File: src/rtl/instruction_decode_types.sv
// instruction_decode_types: shared decode enums plus load/store sizing helpers.
package instruction_decode_types;
    typedef enum logic [3:0] {
        LB, LH, LW, LD, LBU, LHU, LWU, SB, SH, SW, SD
    } load_store_variant_e;
    typedef enum logic [1:0] {S_IDLE, S_REQ, S_RESP, S_DONE} mem_state_e;
    // log2 of the access size in bytes
    function automatic logic [1:0] ls_size(load_store_variant_e v);
        return (v == LB || v == LBU || v == SB) ? 2'd0 :
               (v == LH || v == LHU || v == SH) ? 2'd1 :
               (v == LW || v == LWU || v == SW) ? 2'd2 : 2'd3;
    endfunction
    function automatic logic ls_misaligned(load_store_variant_e v, logic [2:0] off);
        return |(off & ((3'd1 << ls_size(v)) - 3'd1));
    endfunction
    function automatic logic [7:0] ls_strb(load_store_variant_e v);
        return (8'd1 << (4'd1 << ls_size(v))) - 8'd1;
    endfunction
endpackage

File: src/rtl/load_align.sv
// load_align: picks the addressed bytes out of a 64-bit read and extends them.
module load_align
    import instruction_decode_types::*;
(
    input  logic [63:0]         rdata,
    input  logic [2:0]          byte_off,
    input  load_store_variant_e variant,
    output logic [63:0]         double_word
);
    logic [63:0] w_shifted;
    always_comb begin
        w_shifted   = rdata >> {byte_off, 3'b000};
        double_word = variant == LB  ? {{56{w_shifted[7]}},  w_shifted[7:0]}  :
                      variant == LH  ? {{48{w_shifted[15]}}, w_shifted[15:0]} :
                      variant == LW  ? {{32{w_shifted[31]}}, w_shifted[31:0]} :
                      variant == LBU ? {56'h0, w_shifted[7:0]}                :
                      variant == LHU ? {48'h0, w_shifted[15:0]}               :
                      variant == LWU ? {32'h0, w_shifted[31:0]}               : w_shifted;
    end
endmodule

File: src/rtl/memory_access.sv
// memory_access: pipeline stage 4, RV64 loads/stores on a single-port 64-bit bus
// with pass-through of non-memory results and a latched writeback bundle.
module memory_access
    import instruction_decode_types::*;
(
    input  logic                clk,
    input  logic                rst_n,
    input  logic                in_valid,
    input  logic [4:0]          in_rd,
    input  logic [63:0]         in_result,
    input  logic                in_write_to_rd,
    input  logic                in_is_mem_addr,
    input  logic                in_mem_is_write,
    input  logic [63:0]         in_store_data,
    input  load_store_variant_e in_ls_variant,
    input  logic                in_is_final,
    output logic                req_valid,
    input  logic                req_ready,
    output logic [63:0]         req_addr,
    output logic                req_write,
    output logic [63:0]         req_wdata,
    output logic [7:0]          req_wstrb,
    input  logic                resp_valid,
    input  logic [63:0]         resp_rdata,
    output logic                wb_valid_q,
    output logic [4:0]          wb_rd_q,
    output logic [63:0]         wb_data_q,
    output logic                wb_write_to_rd_q,
    output logic                wb_is_final_q,
    output logic                wb_fault_q,
    input  logic                stall_in,
    output logic                stall_out
);
    mem_state_e          r_state;
    logic                r_req_valid;
    logic [63:0]         r_addr;
    logic [63:0]         r_store_data;
    logic [63:0]         r_load_data;
    load_store_variant_e r_variant;
    logic [4:0]          r_rd;
    logic                r_wtr;
    logic                r_final;
    logic                r_is_write;
    logic                w_direct;
    logic [63:0]         w_load;

    load_align u_align (
        .rdata      (resp_rdata),
        .byte_off   (r_addr[2:0]),
        .variant    (r_variant),
        .double_word(w_load)
    );

    // Non-memory ops and misaligned accesses retire without touching the bus
    assign w_direct  = !in_is_mem_addr || ls_misaligned(in_ls_variant, in_result[2:0]);
    assign req_valid = r_req_valid;
    assign req_addr  = {r_addr[63:3], 3'b000};
    assign req_write = r_is_write;
    assign req_wdata = r_store_data << {r_addr[2:0], 3'b000};
    assign req_wstrb = r_is_write ? ls_strb(r_variant) << r_addr[2:0] : 8'h00;
    assign stall_out = stall_in || r_state != S_IDLE;

    always_ff @(posedge clk or negedge rst_n) begin
        if (!rst_n) begin
            r_state          <= S_IDLE;
            r_req_valid      <= 1'b0;
            r_addr           <= '0;
            r_store_data     <= '0;
            r_load_data      <= '0;
            r_variant        <= LB;
            r_rd             <= '0;
            r_wtr            <= 1'b0;
            r_final          <= 1'b0;
            r_is_write       <= 1'b0;
            wb_valid_q       <= 1'b0;
            wb_rd_q          <= '0;
            wb_data_q        <= '0;
            wb_write_to_rd_q <= 1'b0;
            wb_is_final_q    <= 1'b0;
            wb_fault_q       <= 1'b0;
        end else begin
            if (!stall_in)
                wb_valid_q <= 1'b0;
            case (r_state)
                S_IDLE: if (!stall_in && in_valid) begin
                    if (w_direct) begin
                        wb_valid_q       <= 1'b1;
                        wb_rd_q          <= in_rd;
                        wb_data_q        <= in_result;
                        wb_write_to_rd_q <= in_write_to_rd && !in_is_mem_addr;
                        wb_is_final_q    <= in_is_final;
                        wb_fault_q       <= in_is_mem_addr;
                    end else begin
                        r_addr       <= in_result;
                        r_store_data <= in_store_data;
                        r_variant    <= in_ls_variant;
                        r_rd         <= in_rd;
                        r_wtr        <= in_write_to_rd;
                        r_final      <= in_is_final;
                        r_is_write   <= in_mem_is_write;
                        r_req_valid  <= 1'b1;
                        r_state      <= S_REQ;
                    end
                end
                S_REQ: if (req_ready) begin
                    r_req_valid <= 1'b0;
                    r_state     <= r_is_write ? S_DONE : S_RESP;
                end
                S_RESP: if (resp_valid) begin
                    r_load_data <= w_load;
                    r_state     <= S_DONE;
                end
                S_DONE: if (!stall_in) begin
                    wb_valid_q       <= 1'b1;
                    wb_rd_q          <= r_rd;
                    wb_data_q        <= r_is_write ? 64'h0 : r_load_data;
                    wb_write_to_rd_q <= r_wtr && !r_is_write;
                    wb_is_final_q    <= r_final;
                    wb_fault_q       <= 1'b0;
                    r_state          <= S_IDLE;
                end
                default: r_state <= S_IDLE;
            endcase
        end
    end
endmodule

File: config.mk
export PLATFORM = sky130hd
export DESIGN_NAME = memory_access
export DESIGN_NICKNAME = d
export VERILOG_FILES = /design/src/rtl/instruction_decode_types.sv /design/src/rtl/load_align.sv /design/src/rtl/memory_access.sv
export SDC_FILE = /design/constraint.sdc
export NUM_CORES = 1
export LEC_CHECK = 0
export CELL_PAD_IN_SITES_DETAIL_PLACEMENT = 2
export CELL_PAD_IN_SITES_GLOBAL_PLACEMENT = 2
export CORE_MARGIN = 1.5
export CORE_UTILIZATION = 34
export CTS_CLUSTER_DIAMETER = 150
export DETAILED_ROUTE_END_ITERATION = 12
export HOLD_SLACK_MARGIN = 0.03
export PLACE_DENSITY_LB_ADDON = 0.1
export SYNTH_ARGS = -nofsm -noshare
export SYNTH_HDL_FRONTEND = slang
export SYNTH_SLANG_ARGS = --single-unit
File: constraint.sdc
create_clock -name clk -period 4.3 [get_ports clk]
set_input_delay 0.86 -clock clk [delete_from_list [all_inputs] [get_ports clk]]
set_output_delay 0.86 -clock clk [all_outputs]
set_load 0.05 [all_outputs]
==> impl_metrics.tcl, run 1 <==
set metrics [dict create \
    status "finished, final reports clean" \
    switchingPower_w 0.0107 \
    grt-ovfl-total 0 \
    core.rowCount 80 \
    first_pass_iters 4 \
    required_ns 3.44 \
    clk_path_buf_depth 3 \
    final_cell_mix "clkdlybuf4s50_1, dfrtp_1, nor2_1" \
    drc_errors 0 \
    p_leak_nw 9.56 \
    hpwlAfterDp_um 50400 \
    syn_to_final_growth_pct 35.0 \
    arrival_ns 3.11 \
    clock-sinks 280 \
    die_height_um 224 \
    path_delay_family "flip-flops" \
    finalCritPeriodShare_pct 92.3 \
    muxShareOfSynthArea_pct 22.7 \
    worstMarginPinSlew_ns 1.17 \
    max-slew-margin-rel_pct 21.1 \
    grt_setup_unrepaired "false" \
    synth_top_cell_area_share_pct 42.3 \
    grt_pass1_wl_um 103000 \
    cpPeakStageDelay_ns 0.93 \
    finalWirelength_um 67400 \
    hp-class "input pin to async pin" \
    port_buffers 419 \
    ff2ff_path_depth 6 \
    clkTransAtPathRegs_ns 0.06 \
    post-route-min-period_ns 3.97 \
    p_total_w 0.0216 \
    fin_worst_skew_ns 0.0218 \
    nets 2088 \
    peakVddDrop_mv 0.789 \
    grtUsageTotal_pct 27.0 \
    r2r-start "r_addr[0]" \
    crit_fanout 58 \
    cts_made_buffers 35 \
    yosys_warnings 0 \
    synth.avg_cell_area_um2 10.5 \
    tns_ns 0 \
    seq_power_share_pct 23.9 \
    clkLatencyLatePin_ns 0.55 \
    rr_endpoint "r_load_data[33]" \
    synth_compound_area_share_pct 17.8 \
    p_int_w 0.0109 \
    grtUsageMet2_pct 48.8 \
    comb_power_share_pct 62.4 \
    htree_levels 2 \
    switching_share_pct 49.4 \
    slowest_stage "dfrtp_4" \
    yosysTopAreaCell "dfrtp_1" \
    grt_pass1_vias 15700 \
    cts_tree "built" \
    setup_viol 0 \
    rrSetupSlack_ns 0.93 \
    drt_iter0_drc 756 \
    synth-simple-area-share_pct 9.00 \
    cts_setup_buffers 0 \
    synth_xor_area_share_pct 0 \
    core_um2 47900 \
    crit_buf_inv 1 \
    synth_cell_type_count 61 \
    syn-cell-area_um2 16600 \
    start_kind "flop" \
    die_area_um2 50000 \
    yosysSeqAreaShare_pct 42.3 \
    via_per_inst 5.57 \
    ctsResizeCount 0 \
    crit_type "flop to primary output" \
    busiest_layer "met2" \
    pin_count 423 \
    cap_violations 0 \
    synthFlopType "dfrtp_1" \
    syn_inst 1573 \
    worstSetupEndpointType "primary output" \
    cp_cell_sequence "mux2i_1 > a211oi_1 > clkdlybuf4s50_1" \
    grtUsageMet3_pct 5.44 \
    synth_edf_count 0 \
    vias 14000 \
    synthTopCellsByArea "dfrtp_1, mux2_4, mux2i_1, a22oi_1, mux2_2" \
    hold_viol_final 0 \
    cts-root-buf "clkbuf_16" \
    fmax_mhz 252 \
    mostFrequentLayoutCell "clkdlybuf4s50_1" \
    synth_top_family_by_area "multiplexers" \
    drive_above_1_share_pct 19.6 \
    async_reset_ff_share_pct 100 \
    wl_per_cell_um 26.8 \
    cts_hold_buffers 0 \
    place_congestion 0.863 \
    grt_max_degree 103 \
    die_width_um 224 \
    start_util_pct 34.5 \
    synth-seq-cells 280 \
    slew_violations 0 \
    postRouteAntennaNets 0 \
    antenna_found_initial 12 \
    grt_util_met1_pct 32.5 \
    power_density_nw_per_um2 964 \
    synth_fa_ha_area_share_pct 0.302 \
    clkPwrFrac_pct 13.7 \
]
## routing by layer
layer | vias to the layer above | wire length (um) | part of all wire [%]
met5 | - | 96 | 0.14
met4 | 16 | 1490 | 2.2
met3 | 88 | 3200 | 4.8
met2 | 320 | 34900 | 52
met1 | 7319 | 27700 | 41
li1 | 6275 | - | -
## cells by family (layout without fill, tap and decap cells)
group / after synthesis / after routing
compound gates: 441 / 441
simple gates: 337 / 337
mux: 295 / 295
flops: 280 / 280
buf+inv: 215 / 536
fa+ha+maj: 4 / 4
other cells: 1 / 8
## registers in the layout (all words and copies together), names as in the netlist, 2 cells and up
register,cells
r_state,2
r_addr,64
r_load_data,64
r_store_data,64
r_rd,5
r_variant,4
wb_rd_q,5
wb_data_q,64
## power groups by stage
stage               Clock [W]  Sequential [W]  Combinational [W]
floorplan                   0         0.00570            0.00794
global placement            0         0.00515             0.0132
detailed placement          0         0.00521             0.0135
CTS                   0.00304         0.00519             0.0136
global route          0.00313         0.00531             0.0142
finish                0.00295         0.00517             0.0135
## how the worst max path moves through the flow
| stage | start | end | slack, ns | depth (start not counted) |
|---|---|---|---|---|
| after global routing | r_addr[1] | req_wdata[25] | 0.23 | 3 |
| final | r_addr[1] | req_wdata[25] | 0.33 | 3 |
| after detailed placement | in_ls_variant[3] | r_store_data[62] | 0.92 | 7 |
| after CTS | r_addr[1] | req_wdata[27] | 0.33 | 3 |
| after floorplan | r_addr[2] | req_wdata[24] | 0.93 | 7 |
| after global placement | r_addr[1] | req_wdata[25] | 0.91 | 3 |
## layout make-up
class                      instances  area, um^2
multi-input combinational       1080        8300
tap                              615         769
timing repair buffer             467        5100
antenna                            5        12.5
fill                            4850       25600
inverter                           9        33.8
clock inverter                    11         123
clock buffer                      49        1010
sequential                       280        7020
## through the flow
step / setup WS, ns / cell area [um^2] / std cells / hold slack [ns] / util [%]
after CTS: 0.332 / 22400 / 2511 / 0.389 / 46.6
final: 0.332 / 22400 / 2516 / 0.358 / 46.7
after global placement: 0.911 / 21200 / 2451 / 0.487 / 44.3
after global routing: 0.226 / 22400 / 2512 / 0.415 / 46.6
after floorplan: 0.932 / 16600 / 1575 / 0.447 / -
after detailed placement: 0.917 / 21200 / 2451 / 0.495 / 44.3
## cells in the mapped netlist, types with 21 or more instances
| cell | n |
|---|---|
| and2_1 | 21 |
| nor2_1 | 175 |
| mux2_4 | 100 |
| a22oi_1 | 137 |
| nand2_1 | 70 |
| o22ai_1 | 28 |
| mux2_2 | 63 |
| o21ai_1 | 41 |
| clkbuf_1 | 59 |
| buf_4 | 80 |
| a211oi_1 | 21 |
| a21oi_1 | 97 |
| mux2i_1 | 114 |
| o21ai_0 | 43 |
| dfrtp_1 | 280 |
| buf_2 | 44 |
(Power assumes the default switching activity.)
==> run 2, diff against run 1 <==
RECOVER_POWER = 50   (was not set)
==> impl_metrics.tcl, run 2 (same netlist as run 1, synthesis figures left out) <==
set metrics [dict create \
    worstMarginPinSlew_ns 2.73 \
    clkPwrFrac_pct 13.8 \
    nets 2088 \
    fill_cells 4877 \
    cts_made_buffers 35 \
    finalWirelength_um 67400 \
    crit_type "flop to primary output" \
    required_ns 3.44 \
    ctsResizeCount 0 \
    syn_to_final_growth_pct 34.0 \
    hp-class "flop to flop" \
    cts_tree "built" \
    route.met3.wl_um 3240 \
    clock-sinks 280 \
    r2r-start "r_addr[0]" \
    comb_power_share_pct 62.1 \
    dr.max_layer_used "met5" \
    p_int_w 0.0107 \
    grt_pass1_vias 15700 \
    via_per_inst 5.58 \
    whs_ns 0.498 \
    final_cell_mix "clkdlybuf4s50_1, dfrtp_1, nor2_1" \
    grt-ovfl-total 0 \
    grtUsageTotal_pct 27.0 \
    cap_violations 1 \
    htree_levels 2 \
    hpwlAfterDp_um 50400 \
    postRouteAntennaNets 0 \
    slowest_stage "dfrtp_4" \
    pin_count 423 \
    start_util_pct 34.5 \
    status "finished, violations left" \
    cp_cell_sequence "mux2i_1 > a211oi_1 > clkdlybuf4s50_1" \
    met1_length_um 27600 \
    core.rowCount 80 \
    die_width_um 224 \
    crit_buf_inv 1 \
    slew_violations 102 \
    power_density_nw_per_um2 963 \
    hold_viol_final 0 \
    mostFrequentLayoutCell "clkdlybuf4s50_1" \
    port_buffers 419 \
    drt_iter0_drc 699 \
    cts-root-buf "clkbuf_16" \
    antenna_found_initial 12 \
    switchingPower_w 0.0106 \
    tns_ns 0 \
    vias 14000 \
    grt_max_degree 103 \
    seq_power_share_pct 24.1 \
    rrSetupSlack_ns 0.91 \
    drive_above_1_share_pct 17.9 \
    core_um2 47900 \
    die_area_um2 50000 \
    rr_endpoint "r_load_data[33]" \
    final_area_um2 22200 \
    peakVddDrop_mv 0.788 \
    dpl_cell_area_um2 21200 \
    wl_met2_um 34900 \
    arrival_ns 3.10 \
    setup_viol 0 \
    ff2ff_path_depth 6 \
    finalCritPeriodShare_pct 92.1 \
    cpPeakStageDelay_ns 0.92 \
    worstSetupEndpointType "primary output" \
    startpoint "r_addr[1]" \
    path_delay_family "flip-flops" \
    start_kind "flop" \
    clk_path_buf_depth 3 \
    first_pass_iters 5 \
    max-slew-margin-rel_pct -81.9 \
    switching_share_pct 49.7 \
    cts_setup_buffers 0 \
    clkLatencyLatePin_ns 0.55 \
    fmax_mhz 253 \
    violations "capacitance limit, slew limit" \
    whs_path_depth 1 \
    fin_util_pct 46.3 \
    clkTransAtPathRegs_ns 0.06 \
    hold_end "r_addr[33]" \
    crit_fanout 58 \
    grt_pass1_wl_um 103000 \
    drc_errors 0 \
    grt_setup_unrepaired "false" \
    p_leak_nw 9.51 \
    cts_hold_buffers 0 \
    min_from "r_addr[33]" \
    fin_worst_skew_ns 0.0207 \
    wl_per_cell_um 26.8 \
    place_congestion 0.863 \
    die_height_um 224 \
    post-route-min-period_ns 3.96 \
]
[run 2: cell count changes in the layout (fill, tap and decap cells not counted), moves of 3 or more]
cell             previous run  this run
clkdlybuf4s50_1           354       292
dlygate4sd3_1               0        62
mux2_1                      0        27
mux2_4                    100        73
buf_4                      56        51
clkbuf_1                    7        11
clkbuf_2                    0         3
[run 2: worst max path at each step]
stage	cells past startpoint	slack [ns]	endpoint
3_3_place_gp	3	0.91	req_wdata[25]
3_5_place_dp	7	0.92	r_store_data[62]
6_report	3	0.34	req_wdata[25]
4_1_cts	3	0.33	req_wdata[27]
5_1_grt	3	0.23	req_wdata[25]
2_1_floorplan	7	0.93	req_wdata[24]
[run 2: worst register-to-register path: cells and delay by family (launching register included)]
| family | cells | cell delay, ns |
|---|---|---|
| flip-flops | 1 | 0.85 |
| AO/OA/AOI/OAI | 4 | 1.42 |
| buffers and inverters | 2 | 1.05 |
[run 2: layout make-up]
class                      count  area (um^2)  area share [%]
multi-input combinational   1080         8170            36.8
sequential                   280         7020            31.6
timing repair buffer         467         5060            22.8
clock buffer                  49         1010            4.55
tap                          615          769            3.47
clock inverter                11          123           0.552
inverter                       9         33.8           0.152
antenna                        4         10.0          0.0451
[run 2: through the flow]
stage | setup WS [ns] | total power (W) | std cells
2_1_floorplan | 0.932 | 0.0136 | 1575
3_3_place_gp | 0.911 | 0.0184 | 2451
3_5_place_dp | 0.917 | 0.0187 | 2451
4_1_cts | 0.332 | 0.0218 | 2511
5_1_grt | 0.226 | 0.0225 | 2512
6_report | 0.341 | 0.0214 | 2515
[run 2: per-layer routing]
layer / vias to the layer above / track usage (%)
met3: 90 / 5.44
met1: 7334 / 32.5
met5: - / 0
li1: 6270 / -
met4: 16 / 7.37
met2: 325 / 48.8
[run 2: power by group through the flow]
stage | clock [W] | combinational, W | sequential [W]
after floorplan | 0 | 0.00794 | 0.00570
after global placement | 0 | 0.0132 | 0.00515
after detailed placement | 0 | 0.0135 | 0.00521
after CTS | 0.00304 | 0.0136 | 0.00519
after global routing | 0.00313 | 0.0140 | 0.00530
final | 0.00295 | 0.0133 | 0.00515
==> run 3, diff against run 2 <==
CORE_UTILIZATION = 43   (was 34)
DONT_BUFFER_PORTS = 1   (was not set)
==> impl_metrics.tcl, run 3 (same netlist as run 1, synthesis figures left out) <==
set metrics [dict create \
    fill_cells 3863 \
    port_buffers 0 \
    place_congestion 0.862 \
    ff2ff_path_depth 8 \
    pre_cts_slack_ns 0.916 \
    arrival_ns 3.03 \
    first_pass_iters 4 \
    grt_pass1_vias 13700 \
    hold_viol_final 0 \
    postRouteAntennaNets 0 \
    slew_violations 0 \
    finalCritPeriodShare_pct 90.4 \
    grt-ovfl-total 0 \
    via_per_inst 6.18 \
    hpwlAfterDp_um 42000 \
    ctsResizeCount 0 \
    mostFrequentLayoutCell "dfrtp_1" \
    grt_pass1_wl_um 88100 \
    wl_per_cell_um 29.3 \
    cts_made_buffers 34 \
    fin_worst_skew_ns 0.0234 \
    drc_errors 0 \
    crit_fanout 51 \
    fin_cells 2031 \
    nets 1711 \
    final_cell_mix "dfrtp_1, nor2_1, a22oi_1" \
    grt_setup_unrepaired "false" \
    die_height_um 199 \
    clk_path_buf_depth 3 \
    grtUsageTotal_pct 29.6 \
    setup_viol 0 \
    core_um2 37800 \
    vias 12600 \
    syn_to_final_growth_pct 7.61 \
    required_ns 3.44 \
    grt_max_degree 281 \
    worstMarginPinSlew_ns 1.10 \
    cts-root-buf "clkbuf_16" \
    start_kind "flop" \
    finalWirelength_um 59500 \
    worstSetupEndpointType "primary output" \
    cts_tree "built" \
    drive_above_1_share_pct 23.3 \
    core.rowCount 71 \
    die_area_um2 39700 \
    cap_violations 0 \
    max-slew-margin-rel_pct 24.7 \
    p_total_w 0.0188 \
    clkTransAtPathRegs_ns 0.06 \
    tns_ns 0 \
    clkLatencyLatePin_ns 0.55 \
    start_util_pct 43.9 \
    status "finished, final reports clean" \
    power_density_nw_per_um2 1050 \
    p_leak_nw 7.86 \
    die_width_um 199 \
    drt_iter0_drc 663 \
    antenna_found_initial 6 \
    dp.cells 1971 \
    hp-class "input pin to async pin" \
    fmax_mhz 257 \
    peakVddDrop_mv 0.799 \
    crit_type "flop to primary output" \
    cts_setup_buffers 0 \
    pin_count 423 \
    htree_levels 2 \
    worst_slack_ns 0.414 \
    clock-sinks 280 \
    post-route-min-period_ns 3.89 \
    fin_util_pct 47.2 \
]
## run 3: layout make-up
| class | count | area (um^2) | area share, % |
|---|---|---|---|
| repair buffers | 91 | 708 | 3.97 |
| diodes | 2 | 5.00 | 0.0281 |
| clock inverters | 6 | 80.1 | 0.449 |
| inverters | 9 | 33.8 | 0.190 |
| flip-flops and latches | 280 | 7020 | 39.4 |
| clock buffers | 52 | 1010 | 5.67 |
| multi-input cells | 1080 | 8330 | 46.7 |
| well taps | 511 | 639 | 3.59 |
## run 3: critical path, stage by stage (launching register included)
cell,delay (ns)
dfrtp_4,0.90
buf_4,0.58
mux2i_1,0.35
nor2_1,0.09
a21oi_1,0.17
o22ai_1,0.12
buf_4,0.24
## run 3: through the flow
step / hold WS [ns] / instance area [um^2]
after detailed placement: 0.497 / 16700
after global routing: -0.0171 / 17800
after floorplan: 0.447 / 16600
after global placement: 0.483 / 16700
final: 0.0112 / 17800
after CTS: -0.0154 / 17800
## run 3: report_power, final
group,internal (W),switching (W)
clock,0.00168,0.00116
combinational,0.00328,0.00529
sequential,0.00381,0.00353
total,0.00877,0.00998
## run 3: routing by layer
metal  track usage [%]  part of all wire, %
met2              48.9                   48
met3              9.62                  8.5
met1              36.0                   40
met4              10.8                  3.3
met5                 0                0.096
## run 3: worst paths after layout
| kind | slack (ns) | start | to |
|---|---|---|---|
| setup / recovery | 0.41 | r_addr[2] | req_wdata[45] |
| hold / removal | 0.01 | rst_n | r_addr[28] |
| setup reg to reg | 0.86 | r_addr[1] | r_load_data[40] |
| hold reg to reg | 0.50 | r_load_data[19] | r_load_data[19] |
| max in group asynchronous | 3.79 | rst_n | r_addr[0] |
| min in group clk | 0.46 | in_rd[3] | r_rd[3] |
